## src/rtl/bitwise_reduce_acc.sv

```systemverilog
// bitwise_reduce_acc
// Folds a stream of WIDTH-bit operands through one bitwise operation
// (AND/OR/XOR/NAND) and returns a single result per job.
//
// Ports:
//   clk, rst_n           clock (rising edge), asynchronous active-low reset
//   start, op, n_ops     job request; op and n_ops latched when start is accepted in IDLE
//   in_valid, in_ready,  operand stream; an operand is consumed when in_valid && in_ready
//   in_data
//   out_valid, out_ready result handshake; result consumed when out_valid && out_ready
//   out_data             result, zero whenever out_valid is low
//   busy                 high in any state other than IDLE
module bitwise_reduce_acc #(
  parameter int WIDTH   = 8,
  parameter int MAX_OPS = 16,
  localparam int CW     = $clog2(MAX_OPS + 1)
) (
  input  logic             clk,
  input  logic             rst_n,
  input  logic             start,
  input  logic [1:0]       op,
  input  logic [CW-1:0]    n_ops,
  input  logic             in_valid,
  output logic             in_ready,
  input  logic [WIDTH-1:0] in_data,
  output logic             out_valid,
  input  logic             out_ready,
  output logic [WIDTH-1:0] out_data,
  output logic             busy
);

  typedef enum logic [1:0] {
    IDLE  = 2'd0,
    ACCUM = 2'd1,
    DONE  = 2'd2
  } state_e;

  typedef enum logic [1:0] {
    OP_AND  = 2'b00,
    OP_OR   = 2'b01,
    OP_XOR  = 2'b10,
    OP_NAND = 2'b11
  } op_e;

  state_e           state;
  op_e              op_q;
  logic [WIDTH-1:0] acc;
  logic [CW-1:0]    cnt;
  logic [CW-1:0]    nops_q;
  logic [WIDTH-1:0] out_q;

  logic [CW-1:0]    n_clamp;
  logic [WIDTH-1:0] start_ident;
  logic [WIDTH-1:0] acc_next;
  logic [WIDTH-1:0] acc_final;
  logic [WIDTH-1:0] empty_result;
  logic             last_accept;

  always_comb begin
    n_clamp = (n_ops > CW'(MAX_OPS)) ? CW'(MAX_OPS) : n_ops;

    // AND/NAND fold from all-ones, OR/XOR from zero
    start_ident = (op_e'(op) == OP_AND || op_e'(op) == OP_NAND) ? '1 : '0;
    // An empty NAND job inverts the all-ones identity, giving zero
    empty_result = (op_e'(op) == OP_NAND) ? ~start_ident : start_ident;

    acc_next = acc;
    unique case (op_q)
      OP_AND, OP_NAND: acc_next = acc & in_data;
      OP_OR:           acc_next = acc | in_data;
      OP_XOR:          acc_next = acc ^ in_data;
      default:         acc_next = acc;
    endcase

    acc_final   = (op_q == OP_NAND) ? ~acc_next : acc_next;
    last_accept = (cnt == nops_q - CW'(1));
  end

  always_ff @(posedge clk or negedge rst_n) begin
    if (!rst_n) begin
      state  <= IDLE;
      op_q   <= OP_AND;
      acc    <= '0;
      cnt    <= '0;
      nops_q <= '0;
      out_q  <= '0;
    end else begin
      unique case (state)
        IDLE: begin
          if (start) begin
            op_q <= op_e'(op);
            acc  <= start_ident;
            cnt  <= '0;
            if (n_ops == '0) begin
              out_q <= empty_result;
              state <= DONE;
            end else begin
              nops_q <= n_clamp;
              state  <= ACCUM;
            end
          end
        end
        ACCUM: begin
          if (in_valid) begin
            acc <= acc_next;
            cnt <= cnt + CW'(1);
            // The result register is loaded with the final value on the
            // last accept so out_data is registered from the first DONE cycle.
            if (last_accept) begin
              out_q <= acc_final;
              state <= DONE;
            end
          end
        end
        DONE: begin
          if (out_ready) begin
            out_q <= '0;
            state <= IDLE;
          end
        end
        default: state <= IDLE;
      endcase
    end
  end

  assign in_ready  = (state == ACCUM);
  assign out_valid = (state == DONE);
  assign out_data  = out_q;
  assign busy      = (state != IDLE);

endmodule

```

## config.mk

```make
export PLATFORM = sky130hd
export DESIGN_NAME = bitwise_reduce_acc
export DESIGN_NICKNAME = d
export VERILOG_FILES = /design/src/rtl/bitwise_reduce_acc.sv
export SDC_FILE = /design/constraint.sdc
export NUM_CORES = 1
export LEC_CHECK = 0
export CAP_MARGIN = 20
export CORE_MARGIN = 2
export CORE_UTILIZATION = 30
export DETAILED_ROUTE_END_ITERATION = 10
export PLACE_DENSITY = 0.53
export SKIP_CTS_REPAIR_TIMING = 1
export SLEW_MARGIN = 5
export SYNTH_ARGS = -nofsm -noshare
export SYNTH_HDL_FRONTEND = slang
export SYNTH_SLANG_ARGS = --single-unit
```

## constraint.sdc

```tcl
create_clock -name clk -period 3.2 [get_ports clk]
set_input_delay 0.48 -clock clk [delete_from_list [all_inputs] [get_ports clk]]
set_output_delay 0.48 -clock clk [all_outputs]
set_load 0.02 [all_outputs]
```

* Word level (Yosys, flattened, before mapping)
Cells that the tools add are included.
** Word-level totals
- Register bits :: 30
- Input bits :: 20
- Output and inout bits :: 11
- Word-level logic and storage cells :: 64
** Operators by class
- $add $sub $neg :: 2
- Magnitude comparators :: 1
- Eq/ne operators :: 12
- Mux-type cells :: 23
- Bitwise logic cells :: 6
- Reduce and logical (&&, ||, !) cells :: 14
** Operators with widths (count)
- 2-to-1 mux 8 bit :: 10
- one-hot mux 8 bit (3 select lines) :: 2
- inverter 8 bit :: 2
- one-hot mux 8 bit (2 select lines) :: 1
- 2-to-1 mux 5 bit :: 3
- 2-to-1 mux 2 bit :: 5
- one-hot mux 5 bit (2 select lines) :: 1
- bitwise AND 8 bit :: 1
- equality test 2 bit, second input constant :: 4
- bitwise OR 8 bit :: 1
- bitwise XOR 8 bit :: 1
- zero test 2 bit :: 3
- inequality test 2 bit, second input constant :: 3
- one-hot mux 2 bit (3 select lines) :: 1
- AND reduction 3 bit :: 2
- AND reduction 6 bit :: 1
- adder 5 x 1 -> 5 bit, second input constant :: 1
- equality test 5 bit :: 1
- > comparator 5 bit, second input constant :: 1
- zero test 5 bit :: 1
- subtractor 5 x 1 -> 5 bit, second input constant :: 1
- equality test 2 x 1 -> 1 bit, second input constant :: 2
- inequality test 2 x 1 -> 1 bit, second input constant :: 2
- AND reduction 4 bit :: 1
- other kinds (6) :: 7

* Longest topological paths before layout
Gate-level depths: netlist of the first run.
- Depth after elaboration :: 8
- Gate-level depth with buffers :: 9
- Gate-level depth less buffers :: 7

* Worst setup path after synthesis of the first run
Ideal clock, no wire load.
- Kind :: reg2reg
- Start point :: register nops_q[0]
- End point :: register out_q[0], in the netlist out_data[0]
- Library setup time :: 0.121 ns
- Data arrival time :: 2.137 ns
- Required time :: 3.079 ns
- Slack :: 0.942 ns
- Stages on the path, launching flop included :: 9
- Buffers on the path :: 1
- Path through :: dfrtp_1 inv_1 ha_1 xor2_1 nand2_1 o41a_1 or4_1 buf_2 o22a_1
** Between the ends
- Word-level cells in the longest chain between the ends :: 4
** RTL lines
- from (decl) :: line 49 : logic [CW-1:0] nops_q;
- from (signal assigned) :: line 98 : nops_q <= n_clamp;
- subtractor 5 x 1 -> 5 bit :: line 76 : last_accept = (cnt == nops_q - CW'(1));
- equality test 5 bit :: line 76
- inequality test 2 x 1 -> 1 bit (no line)
- AND reduction 6 bit (no line)
- to (signal assigned) :: line 95 : out_q <= empty_result;
- to (signal assigned) :: line 110 : out_q <= acc_final;
- to (decl) :: line 50 : logic [WIDTH-1:0] out_q;
No other way between the ends.
A chain may end at the register's enable or synchronous reset.

* Worst setup path after layout of the first run
Ends and elaborated chain as after synthesis.

==> key figures, run 1 <==
Run status
  • Outcome: completed

GRT
  • Vias in the first global route: 1,575
  • GRT Total Usage: 0.134
  • Total grt overflow: 0
  • Number of antenna violations at the first check in global routing: 0
  • Largest net degree at the start of global routing: 31
  • First-pass GRT wire length: 7800 um

Synth
  • Seq/Total Area, Yosys: 0.364
  • Yosys cell types: 32
  • Net count after synthesis: about 280
  • Largest area contributor in the synthesized netlist: dfrtp_1
  • Synth warn: 0
  • Synth Instances: 239
  • Synthesized flop and latch total: 30
  • Top cell types by occurrence after synthesis: 40 x inv_1, 30 x dfrtp_1, 30 x nand2_1
  • Share of the synthesized area in the top cell type: 0.364
  • Area contributors post-synth: dfrtp_1 36%, ha_1 15%, inv_1 7.3%
  • Synthesized cell area: 2060 sq um
  • Most used DFF post-synth: dfrtp_1
  • Post-synth EDFFs: 0
  • Syn avg cell area: 8.63 sq um
  • Top-count cell post-synth: inv_1
  • Async S/R FF share, synth: 1.00

Setup path
  • Setup crit end kind: flop
  • Setup crit start: nops_q[0]$_DFFE_PN0P_
  • Reg-to-Reg Start: nops_q[0]$_DFFE_PN0P_
  • Critical Path Sink: out_data[0]$_DFFE_PN0P_
  • Reg2reg path depth: 7
  • Required @ worst endpoint: 3.38 ns
  • R2r endpoint: out_data[0]$_DFFE_PN0P_
  • R2R setup slack: 0.76 ns
  • Critical Path Fanout Max: 8
  • CP Launch Type: flop
  • Arrival @ worst endpoint: approximately 2.6 ns
  • Critical path class: reg -> reg

Pwr
  • Worst VDD drop: ~370 uV
  • Power Density: 972 nW/um^2
  • Power, Total: ~2.5 mW
  • Static leakage: 1.20 nW

STA
  • Setup violations, final: 0
  • Slew HR: 0.554
  • Slew Viols, Final: 0
  • Unrepaired setup endpoints after global routing: no
  • Clock period minus worst slack: 2.44 ns
  • Max Clock Freq: roughly 410 MHz
  • Setup TNS: 0 ns
  • Slew of the pin with the lowest slew margin: 0.665 ns
  • Hold Vio Cnt, Final: 0
  • Max Clock Skew: between 0.01 and 0.015 ns
  • Part of the cycle the worst path needs: 0.763

Drt
  • Antenna-violating nets left: 0
  • Vias: 1,640
  • Vias per cell: 4.66
  • # DRC: 0
  • Drt first pass iters: 4
  • DRT Wirelength: 4530 um
  • Initial DRC count: 104
  • Routed wire per std cell: around 13 um

CTS
  • CTS tree: yes
  • Clk_lat worst skew: approximately 0.29 ns
  • Clock Path Buffers: 2
  • Clk slew on worst S/H paths: about 0.070 ns
  • H-tree depth: 2
  • Total CTS buffers: 5
  • CTS sink cnt: 30
  • Clock Root Buffer: clkbuf_8

Final layout
  • Filler cell count in the final layout: about 690
  • Finished Cell Area: 2550 sq um
  • Layout cells sized above 1: 0.0551
  • Area delta synth->final: 23.6%
  • Post-layout util: 0.380
  • Final net count: 316
  • Antenna Cells: 0

Floorplan
  • Core ar.: 6720 sq um
  • Die Y: 86.9 um
  • Num rows: 30
  • Io pins: 31
  • Die Area: approximately 7600 sq um
  • Die Wd: a little under 90 um
  • Initial Util: 0.307

Placed design
  • Port Buffer Count: 30
  • Area after DPL: 2450 sq um
  • Hpwl dp: about 3400 um
  • Final GP Congestion: 0.759

Min path
  • HP Class: reg -> reg

Job
  • Max Cap Viol: 0
layer usage:
| metal | part of all wire | track usage | wire length (um) |
|---|---|---|---|
| met4 | 0.0080 | 0.0298 | 36 |
| met3 | 0.045 | 0.0464 | 202 |
| met2 | 0.43 | 0.202 | 1950 |
| met1 | 0.52 | 0.186 | 2340 |
| met5 | 0 | 0 | 0 |
logic make-up after synthesis:
| kind of cell | synth area share |
|---|---|
| AND/OR/NAND/NOR | 0.138 |
| AO/OA/AOI/OAI | 0.168 |
| buffers and inverters | 0.0879 |
| flip-flops | 0.364 |
| adder cells (fa/ha/maj) | 0.152 |
| XOR/XNOR | 0.0467 |
| multiplexers | 0.0443 |
report_power, final:
part	internal (mW)	switching [mW]	total, mW
Clock	0.173	0.160	0.333
Sequential	0.552	0.148	0.700
Combinational	0.652	0.793	1.44
Total	1.38	1.10	2.48
cells in the final DEF, fill, tap and decap left out, types with 5 or more instances in the layout:
master           count
inv_1               40
nand2_1             30
dfrtp_1             30
clkdlybuf4s50_1     30
ha_1                25
nor2_1              20
o21ai_0             13
a21oi_1             10
a22oi_1              9
mux2i_1              8
o22a_1               8
xnor2_1              6
clkbuf_8             6
xor2_1               5
critical path: stages, from the launching register on:
cell	delay, ns
dfrtp_1	0.42
inv_1	0.06
ha_1	0.30
xor2_1	0.15
nand2_1	0.08
o41a_1	0.45
or4_1	0.65
o22a_1	0.23
cell type report:
cell class                      count  area, sq um  area share
Inverter                           40          150      0.0589
Tap cell                           80          100      0.0393
Timing Repair Buffer               33          323       0.127
Multi-Input combinational cell    161         1130       0.444
Sequential cell                    30          751       0.294
Clock inverter                      2         12.5     0.00491
Clock buffer                        6         82.6      0.0324
metrics by stage:
step	hold WS [ns]	setup WS [ns]	std cells
finish	0.532	0.760	352
global route	0.563	0.602	352
CTS	0.529	0.748	352
detailed placement	0.513	0.493	344
global placement	0.514	0.481	344
floorplan	0.184	0.942	239
flip-flops by register name (all words and copies together) (netlist names):
| register | count |
|---|---|
| cnt | 5 |
| nops_q | 5 |
| state | 2 |
| acc | 8 |
| op_q | 2 |
| out_data | 8 |
worst min path at each step:
stage | startpoint | endpoint | cells past startpoint
final | out_data[4]$_DFFE_PN0P_ | out_data[4]$_DFFE_PN0P_ | 1
after global routing | out_data[5]$_DFFE_PN0P_ | out_data[5]$_DFFE_PN0P_ | 1
after CTS | nops_q[4]$_DFFE_PN0P_ | nops_q[4]$_DFFE_PN0P_ | 1
after detailed placement | nops_q[4]$_DFFE_PN0P_ | nops_q[4]$_DFFE_PN0P_ | 1
after global placement | nops_q[4]$_DFFE_PN0P_ | nops_q[4]$_DFFE_PN0P_ | 1
after floorplan | rst_n | acc[0]$_DFFE_PN0P_ | 0
No activity file was read; power rests on OpenSTA's default activity.
==> run 2: changes to the inputs <==
- clock period: 3.2 -> 2.4 ns (I/O delays scaled with it)
==> run 2 against run 1 <==
Effect of this change: maximum frequency rose by 6.0%; core utilization rose by 1.6 points; clock skew fell by 0.0028 ns; hold slack got worse by 0.060 ns; global-route usage fell by 0.22 points.
==> key figures, run 2 (same netlist as run 1, synthesis figures left out) <==
Setup path
  • Reg-to-Reg Start: nops_q[1]$_DFFE_PN0P_ (was nops_q[0]$_DFFE_PN0P_)
  • Setup crit end kind: flop (unchanged)
  • R2r endpoint: out_data[6]$_DFFE_PN0P_ (was out_data[0]$_DFFE_PN0P_)
  • Critical Path Fanout Max: 8 (unchanged)
  • Critical Path Sink: out_data[6]$_DFFE_PN0P_ (was out_data[0]$_DFFE_PN0P_)
  • Critical path class: reg -> reg (unchanged)
  • Required @ worst endpoint: 2.57 ns (was 3.38 ns)
  • CP max stage delay: 0.47 ns (was 0.65 ns)
  • Arrival @ worst endpoint: 2.47 ns (was 2.62 ns)
  • WP depth: 8 (was 7)
  • WP buf/inv: 2 (was 1)
  • Reg2reg path depth: 8 (was 7)
  • CP Launch Type: flop (unchanged)
  • R2R setup slack: 0.1 ns (was 0.76 ns)
  • CP Cell Sequence: inv_1 -> ha_1 -> xor2_1 -> nand2_1 -> o41a_1 -> or4_1 -> buf_4 -> o22a_1 (was inv_1 -> ha_1 -> xor2_1 -> nand2_1 -> o41a_1 -> or4_1 -> o22a_1)
  • Top delay family on crit path: compound AO/OA/AOI/OAI gates (was simple AND/OR/NAND/NOR gates)
  • Slowest cell on crit path: or4_1 (unchanged)
  • Setup crit start: nops_q[1]$_DFFE_PN0P_ (was nops_q[0]$_DFFE_PN0P_)

CTS
  • Clock Path Buffers: 2 (unchanged)
  • Total CTS buffers: 5 (unchanged)
  • CTS tree: yes (unchanged)
  • Clk slew on worst S/H paths: 0.07 ns (about the same)
  • Clk_lat worst skew: 0.28 ns (was 0.29 ns)
  • Clock Root Buffer: clkbuf_8 (unchanged)
  • CTS sink cnt: 30 (unchanged)
  • H-tree depth: 2 (unchanged)

Floorplan
  • Die Wd: 86.9 um (unchanged)
  • Die Y: 86.9 um (unchanged)
  • Core ar.: 6720 sq um (unchanged)
  • Num rows: 30 (unchanged)
  • Die Area: 7560 sq um (unchanged)
  • Io pins: 31 (unchanged)
  • Initial Util: 0.307 (unchanged)

GRT
  • Total grt overflow: 0 (unchanged)
  • First-pass GRT wire length: 7810 um (was 7800 um)
  • Vias in the first global route: 1,651 (was 1,575)
  • Largest net degree at the start of global routing: 31 (unchanged)
  • Number of antenna violations at the first check in global routing: 0 (unchanged)
  • GRT Total Usage: 0.132 (was 0.134)

Drt
  • DRT Wirelength: 4650 um (was 4530 um)
  • Routed wire per std cell: 12.7 um (was 12.9 um)
  • Vias per cell: 4.69 (was 4.66)
  • Drt first pass iters: 4 (unchanged)
  • Vias: 1,716 (was 1,640)
  • Initial DRC count: 61 (was 104)
  • # DRC: 0 (unchanged)
  • Antenna-violating nets left: 0 (unchanged)

STA
  • Setup violations, final: 0 (unchanged)
  • Hold Vio Cnt, Final: 0 (unchanged)
  • Clock period minus worst slack: 2.30 ns (was 2.44 ns)
  • Slew of the pin with the lowest slew margin: 0.446 ns (was 0.665 ns)
  • Slew Viols, Final: 0 (unchanged)
  • Final setup margin: 0.0978 ns (was 0.760 ns)
  • Slew HR: 0.703 (was 0.554)
  • Max Clock Freq: 434 MHz (was 410 MHz)
  • Max Clock Skew: 0.00738 ns (was 0.0102 ns)
  • Part of the cycle the worst path needs: 0.959 (was 0.763)
  • Unrepaired setup endpoints after global routing: no (unchanged)
  • Setup TNS: 0 ns (unchanged)

Pwr
  • Int Pwr: 1.94 mW (was 1.38 mW)
  • Static leakage: 1.27 nW (was 1.20 nW)
  • Sw Share: 0.434 (was 0.444)
  • Reg power frac: 0.268 (was 0.283)
  • Power Density: 1290 nW/um^2 (was 972 nW/um^2)
  • Comb pwr share: 0.608 (was 0.583)
  • Clock power share: 0.124 (was 0.134)
  • Net Sw Power: 1.49 mW (was 1.10 mW)
  • Worst VDD drop: 498 uV (was 370 uV)

Final layout
  • Area delta synth->final: 28.7% (was 23.6%)
  • Layout cells sized above 1: 0.101 (was 0.0551)
  • Finished Layout Cells: 366 (was 352)
  • Post-layout util: 0.395 (was 0.380)
  • Commonest non-fill, non-tap cell in the layout: inv_1 (unchanged)
  • Antenna Cells: 0 (unchanged)
  • Final net count: 330 (was 316)
  • Commonest cells after routing, fill and taps aside: 40 x inv_1, 30 x nand2_1, 30 x dfrtp_1, 30 x clkdlybuf4s50_1, 25 x ha_1 (unchanged)

Min path
  • HP Class: in -> async (was reg -> reg)

Placed design
  • Port Buffer Count: 30 (unchanged)
  • Setup WS pre-CTS: -0.127 ns (was 0.493 ns)
  • Placed instance count: 358 (was 344)
  • Final GP Congestion: 0.768 (was 0.759)
  • Hpwl dp: 3560 um (was 3420 um)

Job
  • Max Cap Viol: 0 (unchanged)

Run status
  • Outcome: completed (unchanged)
[run 2: cell count changes in the layout (fill, tap and decap cells not counted), sizes merged]
cell / before / now
buf: 3 / 17
[run 2: area by class of cell]
cell class | instances | area (sq um)
fillers | 686 | 4060
well taps | 80 | 100
repair buffers | 47 | 428
clock buffers | 6 | 82.6
multi-input cells | 161 | 1130
flip-flops and latches | 30 | 751
clock inverters | 2 | 12.5
inverters | 40 | 150
[run 2: power groups by stage]
stage,combinational (mW),sequential (mW),clock (mW)
5_1_grt,2.35,0.949,0.461
4_1_cts,2.12,0.923,0.438
6_report,2.08,0.917,0.426
3_3_place_gp,2.07,0.927,0
3_5_place_dp,2.11,0.933,0
2_1_floorplan,1.32,0.974,0
[run 2: worst min-delay path by stage]
stage	from	endpoint	slack (ns)
floorplan	rst_n	acc[0]$_DFFE_PN0P_	0.06
global placement	nops_q[4]$_DFFE_PN0P_	nops_q[4]$_DFFE_PN0P_	0.50
detailed placement	nops_q[4]$_DFFE_PN0P_	nops_q[4]$_DFFE_PN0P_	0.51
CTS	rst_n	state[0]$_DFFE_PN0P_	0.49
global route	rst_n	cnt[3]$_DFFE_PN0P_	0.52
finish	rst_n	state[0]$_DFFE_PN0P_	0.47
[run 2: stage by stage]
step	hold WS, ns	cell area, sq um	total power, mW
floorplan	0.0644	2060	2.30
global placement	0.501	2560	3.00
detailed placement	0.509	2560	3.04
CTS	0.493	2660	3.48
global route	0.519	2660	3.76
finish	0.472	2660	3.43
[run 2: worst register-to-register path, delay by kind of cell (launching register included)]
kind / cells / cell delay (ns)
compound gates: 2 / 0.59
simple gates: 2 / 0.54
flops: 1 / 0.39
fa+ha+maj: 1 / 0.28
buf+inv: 2 / 0.24
xor+xnor: 1 / 0.15
[run 2: routing by layer]
layer / vias up / wire, um / global-route usage
met3: 4 / 200 / 0.0341
met2: 33 / 2210 / 0.221
met4: 0 / 16 / 0.0256
met5: - / 0 / 0
met1: 793 / 2230 / 0.172
li1: 886 / - / -
